===== src/rtl/ws2812_bit_driver.sv =====
// rtl/ws2812_bit_driver.sv - WS2812 NRZ serialiser, final stage of the LED path
//
// Takes 24-bit colour words from the serial-bus translator and drives them
// MSB-first onto the WS2812 data line using pulse-width bit timing. Each frame
// ends with a low latch period.
//
// Ports:
//   clk_sb          system clock, shared with the translator
//   reset           synchronous, active-high
//   rgb_data_in     colour word; bit 23 goes out first
//   send_leds_n     active-low frame enable, held low while words remain
//   ws2812_next_led one-cycle request for the next word
//   ws2812_dout     serial line to the LED strip
//   busy            high whenever the driver is not idle
module ws2812_bit_driver #(
  parameter int T_BIT     = 60,
  parameter int T0H       = 19,
  parameter int T1H       = 38,
  parameter int T_RESET   = 2400,
  parameter int LOAD_WAIT = 4
) (
  input  logic        clk_sb,
  input  logic        reset,
  input  logic [23:0] rgb_data_in,
  input  logic        send_leds_n,
  output logic        ws2812_next_led,
  output logic        ws2812_dout,
  output logic        busy
);

  localparam logic [15:0] BIT_LAST   = 16'(T_BIT - 1);
  localparam logic [15:0] LATCH_LAST = 16'(T_RESET - 1);
  localparam logic [15:0] LOAD_LAST  = 16'(LOAD_WAIT - 1);
  localparam logic [15:0] T0H_W      = 16'(T0H);
  localparam logic [15:0] T1H_W      = 16'(T1H);

  typedef enum logic [1:0] {IDLE, FETCH, BIT, LATCH} state_t;

  state_t      state, state_n;
  logic [15:0] timer, timer_n;
  logic [4:0]  bit_idx, bit_idx_n;
  logic [23:0] shreg, shreg_n;
  logic        pend, pend_n;
  logic        next_led_n, dout_n, busy_n;

  always_ff @(posedge clk_sb) begin
    if (reset) begin
      state           <= IDLE;
      timer           <= '0;
      bit_idx         <= '0;
      shreg           <= '0;
      pend            <= 1'b0;
      ws2812_next_led <= 1'b0;
      ws2812_dout     <= 1'b0;
      busy            <= 1'b0;
    end else begin
      state           <= state_n;
      timer           <= timer_n;
      bit_idx         <= bit_idx_n;
      shreg           <= shreg_n;
      pend            <= pend_n;
      ws2812_next_led <= next_led_n;
      ws2812_dout     <= dout_n;
      busy            <= busy_n;
    end
  end

  always_comb begin
    state_n    = state;
    timer_n    = timer;
    bit_idx_n  = bit_idx;
    shreg_n    = shreg;
    pend_n     = pend;
    next_led_n = 1'b0;

    case (state)
      IDLE: begin
        timer_n = '0;
        pend_n  = 1'b0;
        if (!send_leds_n) begin
          next_led_n = 1'b1;
          state_n    = FETCH;
        end
      end

      // Give the translator LOAD_WAIT cycles to present the requested word.
      FETCH: begin
        if (timer == LOAD_LAST) begin
          shreg_n   = rgb_data_in;
          bit_idx_n = 5'd23;
          timer_n   = '0;
          state_n   = BIT;
        end else begin
          timer_n = timer + 16'd1;
        end
      end

      BIT: begin
        // Request the following word a whole bit period ahead so it can be
        // loaded without stretching the last bit of this word.
        if (bit_idx == 5'd0 && timer == 16'd0) begin
          next_led_n = !send_leds_n;
          pend_n     = !send_leds_n;
        end
        if (timer == BIT_LAST) begin
          timer_n = '0;
          if (bit_idx != 5'd0) begin
            shreg_n   = {shreg[22:0], 1'b0};
            bit_idx_n = bit_idx - 5'd1;
          end else if (pend) begin
            shreg_n   = rgb_data_in;
            bit_idx_n = 5'd23;
            pend_n    = 1'b0;
          end else begin
            state_n = LATCH;
          end
        end else begin
          timer_n = timer + 16'd1;
        end
      end

      LATCH: begin
        if (timer == LATCH_LAST) begin
          timer_n = '0;
          state_n = IDLE;
        end else begin
          timer_n = timer + 16'd1;
        end
      end

      default: state_n = IDLE;
    endcase

    // Outputs are computed from next-state values so the registered line
    // lines up with the state/timer it belongs to.
    dout_n = (state_n == BIT) && (timer_n < (shreg_n[23] ? T1H_W : T0H_W));
    busy_n = (state_n != IDLE);
  end

endmodule


===== config.mk =====
export PLATFORM = sky130hd
export DESIGN_NAME = ws2812_bit_driver
export DESIGN_NICKNAME = d
export VERILOG_FILES = /design/src/rtl/ws2812_bit_driver.sv
export SDC_FILE = /design/constraint.sdc
export NUM_CORES = 1
export LEC_CHECK = 0
export CAP_MARGIN = 10
export CORE_UTILIZATION = 40
export DETAILED_ROUTE_END_ITERATION = 8
export GPL_TIMING_DRIVEN = 0
export SYNTH_ARGS = -nofsm -noshare
export SYNTH_HDL_FRONTEND = slang
export SYNTH_SLANG_ARGS = --single-unit

===== constraint.sdc =====
create_clock -name clk_sb -period 6.77 [get_ports clk_sb]
set_input_delay 2.031 -clock clk_sb [delete_from_list [all_inputs] [get_ports clk_sb]]
set_output_delay 2.031 -clock clk_sb [all_outputs]
set_load 0.01 [all_outputs]

# After elaboration in Yosys (flattened, before gate mapping)
# Index checks and enable logic that the tools add are counted.
# word_totals
regBits,51
inputBits,27
out_inout_bits,3
elab_cells,63
# op_classes
add_sub_neg,2
order_cmp,1
eq_ne,10
n_mux,30
reduce_logical,11
# ops
operator,count
24-bit 2-to-1 mux,4
16-bit case mux with 4 select lines,1
16-bit 2-to-1 mux,3
24-bit case mux with 2 select lines,1
5-bit 2-to-1 mux,4
"16-bit by 1-bit adder with 16-bit output, second input constant",1
"16-bit by 12-bit == test with 1-bit output, second input constant",1
"16-bit by 2-bit == test with 1-bit output, second input constant",1
"16-bit by 6-bit == test with 1-bit output, second input constant",1
16-bit zero test,1
16-bit by 6-bit < comparator with 1-bit output,1
2-bit 2-to-1 mux,6
5-bit case mux with 2 select lines,1
2-bit case mux with 4 select lines,1
"2-bit == test, second input constant",3
1-bit 2-to-1 mux,6
6-bit 2-to-1 mux,1
2-bit nonzero test,3
5-bit zero test,1
5-bit nonzero test,1
"5-bit by 1-bit subtractor with 5-bit output, second input constant",1
"2-bit inequality test, second input constant",2
1-bit case mux with 2 select lines,2
4-bit AND reduction,1
other kinds (5),6

# Depth between registers and ports, before layout
# Gate-level depths: netlist (run 1).
# logic_depth
ltp_word,7
ltp_mapped,13
mapped_depth_nobuf,13

# Worst setup path after synthesis (run 1)
# Ideal clock, no wire load.
# synth_timing
path_kind,in2reg
start,input port rgb_data_in[23]
end,register ws2812_dout
setup_ps,136
t_arrival_ps,3521
t_required_ps,6634
path_slack_ps,3113
stages,9
path_buffers,0
cell_sequence,nand2b_1 -> mux2i_1 -> a21oi_1 -> a221oi_2 -> inv_1 -> ha_1 -> nand2_1 -> a2111oi_0 -> a211oi_1
# synth_between
elab_chain_cells,7
# synth_lines
element,line_no,source
"start, declared",24,"input logic [23:0] rgb_data_in,"
24-bit 2-to-1 mux,110,end else if (pend) begin
24-bit 2-to-1 mux,107,if (bit_idx != 5'd0) begin
24-bit 2-to-1 mux,105,if (timer == BIT_LAST) begin
24-bit case mux with 2 select lines (*),76,case (state)
via shreg_n[23],42,"logic [23:0] shreg, shreg_n;"
6-bit 2-to-1 mux (*),136,dout_n = (state_n == BIT) && (timer_n < (shreg_n[23] ? T1H_W : T0H_W));
16-bit by 6-bit < comparator with 1-bit output (*),136,
1-bit logical AND (*),136,
"end signal, assigned",63,ws2812_dout <= dout_n;
"end, declared",27,"output logic ws2812_dout,"
# Mark *: on every way through the listed nets, which the timed path passes. The rest lies on a longest branch. The select of a mux whose other input is x is not followed.
# A chain may end at the register's enable or synchronous reset.

# Worst setup path in the final report (run 1)
# Ends and elaborated chain as after synthesis.

==> results by group, run 1 <==
Power and ir drop
  • Flop pwr share: 0.416
  • Net switching power of the design: 0.000282 W
  • Peak supply drop: 0.108 mV
  • Static power due to leakage: 1.06 nW
  • Proportion of power drawn by combinational gates: 0.318
  • Power per standard cell area: 253 nW/um2
  • Switching part of the total power: 0.344
  • Clock share of power: 0.266
  • Int Pwr: 0.000539 W

Critical path
  • Startpoint of the most critical setup path: rgb_data_in[23]
  • Critical path destination: ws2812_dout
  • Worst Path Class, Setup: in2reg
  • Max incr delay on CP: 0.49 ns
  • Register-to-register setup slack: 3.49 ns
  • Worst-path maximum fanout: 5
  • Critical Path Source Type: input port
  • Worst reg2reg path depth: 11
  • FF-to-FF Start: bit_idx[0]
  • Cell at the slowest stage of the critical path: a2111oi_0
  • Arrival time at the worst endpoint: 4.34 ns
  • Endpoint of the worst-slack reg-to-reg timing path: ws2812_dout
  • CP Cell Sequence: clkdlybuf4s50_1 > nand2b_1 > mux2i_1 > a21oi_1 > a221oi_2 > inv_1 > ha_1 > nand2_1 > a2111oi_0 > a211oi_1
  • Type of destination of the critical path: register
  • WP data required: 6.94 ns

Clocking
  • CTS tree: built
  • H-tree depth reported by CTS: 2
  • CTS hold repair buffers: 0
  • Total clock buffers created by CTS: 5
  • Setup Buffers After CTS: 0
  • Root buf cell: clkbuf_8
  • Sink count of the clock tree: 51
  • Insertion delay to the later sink of the worst-skew pair: 0.31 ns
  • Number of resized instances in the post-cts repair step: 0
  • Post-CTS clock slew at the launch and capture registers of the worst setup and hold paths: 0.09 ns
  • Maximum buffer depth of the clock tree: 2

Layout
  • Number of fill cells: 633
  • Register area: 1020 um2
  • Area used by multi-input combinational logic: 1580 um2
  • Layout cell share with drive strength beyond 1: 0.0814
  • Area growth, synth to finish: 17.9%
  • Antenna fix cells: 0
  • Number of standard cells in the layout, taps in and fillers out: 421
  • Final net count: 382

Die
  • Die W: 84.9 um
  • Count of boundary I/O pins: 30
  • Number of placement rows: 29
  • Die outline height: 84.9 um
  • Placeable core region: 6490 um2
  • Full die area: 7200 um2
  • Initial Utilization: 0.423

Drt
  • Wire length reported by the detailed router: 6220 um
  • Highest metal layer with signal wires: met4
  • Vias per Instance: 5.57
  • Number of design-rule violations left by the first detailed-router iteration: 88
  • WL per Instance: 14.8 um
  • DRC errors left: 0
  • Total length of routed met3 wires: 186 um
  • Post-Route M1 WL: 3030 um
  • Detail Route Antenna Nets: 0
  • Total via count in the routed design: 2344
  • Initial DRT Pass Iterations: 6
  • Detail Route met2 WL: 2950 um

Outcome
  • Run status: completed

GRT
  • First-pass GRT wire length: 10400 um
  • Number of global-route vias before repair: 2184
  • Pin count of the biggest net entering global routing: 18
  • Total Routing Usage GR: 0.180
  • Global route total overflow: 0
  • Number of antenna violations at the first check in global routing: 0

Placed design
  • Port bufs: 28
  • Placed wire-length estimate: 4600 um
  • Global placement routability congestion: 0.887
  • Cell Count Post-Placement: 413

STA
  • Final setup violating endpoints: 0
  • Slew at the pin closest to its max-slew limit: 0.649 ns
  • Maximum clock frequency: 0.239 GHz
  • Count of pins over their slew limit: 0
  • Unrepaired setup endpoints after global routing: no
  • Hold WS: 0.470 ns
  • Final hold violations: 0
  • Total negative slack for setup checks: 0 ns
  • Max transition margin: 0.563
  • Period utilisation layout: 0.617
  • Worst Clk Skew: 0.0163 ns
  • Crit path time final: 4.18 ns

Logic synthesis
  • Cell area after synthesis: 2750 um2
  • Share of the yosys chip area belonging to registers: 0.372
  • Syn_nets: 347
  • Count of different cell masters after synthesis: 55
  • Share of the synthesized area in the top cell type: 0.372
  • Number of instances in the synthesized netlist: 308
  • Async S/R FF share, synth: 0
  • Cells taking the most area after synthesis: dfxtp_1 (37%), o2bb2ai_1 (7.3%), a22oi_1 (6.0%)
  • Register bit count reported by yosys: 51
  • Yosys warns: 0
  • Top cells by count, synth: dfxtp_1 (51), nor2_1 (33), o2bb2ai_1 (23)
  • Most frequent cell after synthesis: dfxtp_1
  • Post-synthesis cell type with the largest combined area: dfxtp_1
  • Avg Synthesized Cell Area: 8.92 um2
  • Main synth FF type: dfxtp_1
  • Number of flops mapped to enable cells by yosys: 0

Hold path
  • Worst Hold Class: reg2reg

Run
  • Max Cap Viol: 0
-- worst min-delay path by stage --
stage	start	end	slack [ns]	cells past startpoint
2_1_floorplan	shreg[22]	shreg[22]	0.43	1
3_3_place_gp	shreg[0]	shreg[0]	0.44	2
3_5_place_dp	shreg[3]	shreg[3]	0.45	1
4_1_cts	shreg[15]	shreg[15]	0.47	1
5_1_grt	shreg[8]	shreg[8]	0.49	1
6_report	shreg[15]	shreg[15]	0.47	1
-- state kept, by name, indices dropped and copies added, names as in the netlist --
register	flops
shreg	24
timer	16
bit_idx	5
state	2
busy	1
pend	1
ws2812_dout	1
ws2812_next_led	1
-- cells by family (layout without fill, tap and decap cells) --
group	Yosys count	in the layout	share of synthesized area
flip-flops	51	51	0.372
AO/OA/AOI/OAI	82	82	0.235
adder cells (fa/ha/maj)	12	12	0.0547
buffers and inverters	35	71	0.0542
XOR/XNOR	14	14	0.0446
AND/OR/NAND/NOR	110	110	0.225
multiplexers	4	4	0.0150
-- power by group through the flow --
stage	clock [W]	sequential, W	combinational (W)
2_1_floorplan	0	0.000348	0.000179
3_3_place_gp	0	0.000349	0.000258
3_5_place_dp	0	0.000349	0.000260
4_1_cts	0.000227	0.000341	0.000262
5_1_grt	0.000236	0.000345	0.000289
6_report	0.000219	0.000341	0.000261
-- critical path, delay by kind of cell --
family | cells | cell delay, ns
AO/OA/AOI/OAI | 4 | 1.10
adder cells (fa/ha/maj) | 1 | 0.30
buffers and inverters | 2 | 0.54
multiplexers | 1 | 0.13
AND/OR/NAND/NOR | 2 | 0.24
-- metrics by stage --
step                      power, W  setup WS (ns)  instance area (um2)  utilization
after floorplan           0.000527           3.11                 2750            -
after global placement    0.000606           2.30                 3120        0.481
after detailed placement  0.000608           2.24                 3120        0.481
after CTS                 0.000831           2.57                 3240        0.499
after global routing      0.000870           2.40                 3240        0.499
final                     0.000821           2.59                 3240        0.499
-- layer usage --
metal / GRT usage / vias up
met1: 0.242 / 1094
met2: 0.299 / 32
met3: 0.0321 / 4
met4: 0.0508 / 0
met5: 0 / -
li1: - / 1214
-- final cells by class --
| class | instances | share of cell area |
|---|---|---|
| plain buffers | 22 | 0.0309 |
| repair buffers | 28 | 0.0866 |
| well taps | 77 | 0.0298 |
| clock inverters | 3 | 0.0143 |
| flip-flops and latches | 51 | 0.315 |
| clock buffers | 5 | 0.0213 |
| multi-input cells | 222 | 0.487 |
| inverters | 13 | 0.0151 |
-- cell usage in the layout (no fill, tap or decap), types with 10 or more instances in the layout --
master / n
clkdlybuf4s50_1: 28
nand2_1: 16
nand3_1: 11
ha_1: 12
nor2_1: 33
a21oi_1: 10
o2bb2ai_1: 23
inv_1: 13
clkbuf_1: 15
a22oi_1: 22
dfxtp_1: 51
Note: power is estimated with default switching activity, not from simulation.
==> run 2: changes to the inputs <==
==> constraint.sdc (replaced) <==
create_clock -name clk_sb -period 3.9 [get_ports clk_sb]
set_input_delay 1.17 -clock clk_sb [delete_from_list [all_inputs] [get_ports clk_sb]]
set_output_delay 1.17 -clock clk_sb [all_outputs]
set_load 0.01 [all_outputs]
==> results of run 2 <==
The final DEF is identical to that of run 1. Status: completed.
Among the figures that moved: setup slack after placement 2.24 ns -> 0.227 ns; setup slack after layout 2.59 ns -> 0.583 ns; register-to-register setup slack 3.49 ns -> 0.62 ns; total power 0.000821 W -> 0.00142 W; worst IR drop on VDD 0.108 mV -> 0.187 mV
==> run 3: changes to the inputs <==
--- a/config.mk
+++ b/config.mk
@@ -9,6 +9,7 @@
 export CORE_UTILIZATION = 40
 export DETAILED_ROUTE_END_ITERATION = 8
 export GPL_TIMING_DRIVEN = 0
+export REMOVE_ABC_BUFFERS = 1
 export SYNTH_ARGS = -nofsm -noshare
 export SYNTH_HDL_FRONTEND = slang
 export SYNTH_SLANG_ARGS = --single-unit
==> run 3 against run 2 <==
  * The flow now finishes with violations (DRC)
  * Final area down 2.6%
  * Worst setup slack better by 0.084 ns
  * Register-to-register slack improved by 0.10 ns
  * Die area stayed put
  * Clock power down 14%
  * Via count is 2.9% lower
  * Sequential share of layout area is 0.83 points higher
  * Non-clock buffer count fell by 20
  * Largest power group unchanged
  * Critical path depth is 2 higher
==> results by group, run 3 (synthesis results as in run 1) <==
Critical path
  • WP data required: 4.12 ns
  • Critical Path Source Type: input port
  • Arrival time at the worst endpoint: 3.45 ns
  • Worst Path Class, Setup: in2reg
  • Worst-path maximum fanout: 5 (unchanged)
  • Type of destination of the critical path: register

Drt
  • Detail Route Antenna Nets: 0 (unchanged)
  • Wire length reported by the detailed router: 5950 um (-4.4%)
  • Initial DRT Pass Iterations: 6 (unchanged)
  • WL per Instance: 14.8 um (+0.41%)
  • Vias per Instance: 5.68 (+2.0%)
  • Number of design-rule violations left by the first detailed-router iteration: 124 (+41%)
  • DRC errors left: 2 (+2)
  • Total via count in the routed design: 2277 (-2.9%)

Die
  • Die outline height: 84.9 um (unchanged)
  • Number of placement rows: 29 (unchanged)
  • Die W: 84.9 um (unchanged)
  • Count of boundary I/O pins: 30 (unchanged)
  • Full die area: 7200 um2 (unchanged)
  • Initial Utilization: 0.423 (unchanged)
  • Placeable core region: 6490 um2 (unchanged)

Power and ir drop
  • Power per standard cell area: 431 nW/um2
  • Static power due to leakage: 1.01 nW (-3.9%)
  • Peak supply drop: 0.151 mV

STA
  • Maximum clock frequency: 0.309 GHz
  • Unrepaired setup endpoints after global routing: no
  • Crit path time final: 3.23 ns
  • Max transition margin: 0.373 (-0.191)
  • Final hold violations: 0 (unchanged)
  • Count of pins over their slew limit: 0 (unchanged)
  • Period utilisation layout: 0.829
  • Final setup violating endpoints: 0 (unchanged)
  • Worst Clk Skew: 0.00351 ns (-0.0128 ns)
  • Hold WS: 0.460 ns (-0.0104 ns)
  • Slew at the pin closest to its max-slew limit: 0.938 ns (+0.289 ns)
  • Total negative slack for setup checks: 0 ns (unchanged)

Clocking
  • Sink count of the clock tree: 51 (unchanged)
  • Insertion delay to the later sink of the worst-skew pair: 0.30 ns (about the same)
  • H-tree depth reported by CTS: 2 (unchanged)
  • Total clock buffers created by CTS: 5 (unchanged)
  • Post-CTS clock slew at the launch and capture registers of the worst setup and hold paths: 0.09 ns (about the same)
  • Maximum buffer depth of the clock tree: 2 (unchanged)
  • CTS tree: built
  • Setup Buffers After CTS: 0 (unchanged)
  • Root buf cell: clkbuf_8
  • CTS hold repair buffers: 0 (unchanged)
  • Number of resized instances in the post-cts repair step: 0 (unchanged)

Outcome
  • Violated checks: DRC
  • Run status: complete, but fails checks

Layout
  • Area growth, synth to finish: 14.9%
  • Antenna fix cells: 0 (unchanged)
  • Regs by FF count: shreg: 24 flops, timer: 16 flops, bit_idx: 5 flops
  • Final core utilization: 0.486 (-0.0127)
  • Layout cell share with drive strength beyond 1: 0.0772 (-0.00423)
  • Commonest cells after routing, fill and taps aside: dfxtp_1 (51), nor2_1 (31), clkdlybuf4s50_1 (29), o2bb2ai_1 (23), a22oi_1 (22)
  • Max reg flops: 24 (unchanged)
  • Register with the most flip-flops: shreg
  • Number of fill cells: 662 (+4.6%)
  • Final net count: 362 (-5.2%)
  • Leading cell type in the layout, fill and taps excluded: dfxtp_1

GRT
  • Top Usage Layer GRT: met2
  • Number of global-route vias before repair: 2196 (+0.55%)
  • Met2 capacity usage during global routing: 0.277 (-0.0214)
  • Pin count of the biggest net entering global routing: 24 (+6)
  • Met3 Track Usage GR: 0.0292 (-0.00292)
  • First-pass GRT wire length: 10100 um (-3.4%)
  • Met1 Resource Use GR: 0.233 (-0.00836)
  • Global route total overflow: 0 (unchanged)
  • Number of antenna violations at the first check in global routing: 0 (unchanged)
  • Total Routing Usage GR: 0.172 (-0.00873)

Placed design
  • Placed wire-length estimate: 4160 um (-9.5%)
  • Global placement routability congestion: 0.837 (-5.6%)
  • Port bufs: 29 (+3.6%)

Run
  • Max Cap Viol: 0 (unchanged)

Hold path
  • Worst Hold Class: reg2reg
-- run 3: cell count changes in the layout (fill, tap and decap cells not counted), sizes merged --
cell / delta
buf: -6
clkinv: +1
clkbuf: -14
bufinv: -1
inv: -1
clkdlybuf4s50: +1
-- run 3: worst paths after layout --
path,start,endpoint,slack (ns),cells past startpoint
worst max-delay path,rgb_data_in[23],ws2812_dout,0.67,12
worst min-delay path,shreg[0],shreg[0],0.46,2
worst max register to register,bit_idx[0],ws2812_dout,0.72,13
worst min register to register,shreg[0],shreg[0],0.46,2
-- run 3: worst max-delay path: stages --
cell             delay [ns]
clkdlybuf4s50_1        0.43
nand2b_1               0.16
mux2i_1                0.12
a21oi_1                0.09
a221oi_2               0.37
inv_1                  0.09
ha_1                   0.30
nand2_1                0.11
nor2_1                 0.05
a21oi_1                0.14
nand4_1                0.14
a211oi_1               0.27
-- run 3: per-stage QoR --
| step | std cells | worst slack, ns | cell area [um2] | total power, W |
|---|---|---|---|---|
| floorplan | 286 | 1.10 | 2650 | 0.000905 |
| global placement | 392 | 0.290 | 3030 | 0.00104 |
| detailed placement | 393 | 0.309 | 3060 | 0.00104 |
| CTS | 401 | 0.633 | 3160 | 0.00137 |
| global route | 401 | 0.407 | 3160 | 0.00145 |
| finish | 401 | 0.667 | 3160 | 0.00136 |
-- run 3: power by group --
| group | total (W) | internal, W | switching (W) |
|---|---|---|---|
| Sequential | 0.000593 | 0.000560 | 0.0000330 |
| Clock | 0.000327 | 0.000145 | 0.000181 |
| Combinational | 0.000441 | 0.000175 | 0.000265 |
-- run 3: area by class of cell --
| cell class | count | area, um2 | share of cell area |
|---|---|---|---|
| multi-input cells | 222 | 1590 | 0.502 |
| repair buffers | 30 | 305 | 0.0967 |
| clock buffers | 6 | 82.6 | 0.0262 |
| inverters | 13 | 48.8 | 0.0155 |
| clock inverters | 2 | 16.3 | 0.00515 |
| flip-flops and latches | 51 | 1020 | 0.324 |
| well taps | 77 | 96.3 | 0.0305 |
-- run 3: layer usage --
metal  part of all wire  vias up
li1                   -     1174
met1               0.50     1066
met2               0.46       30
met3              0.025        7
met4              0.013        0
met5                  0        -
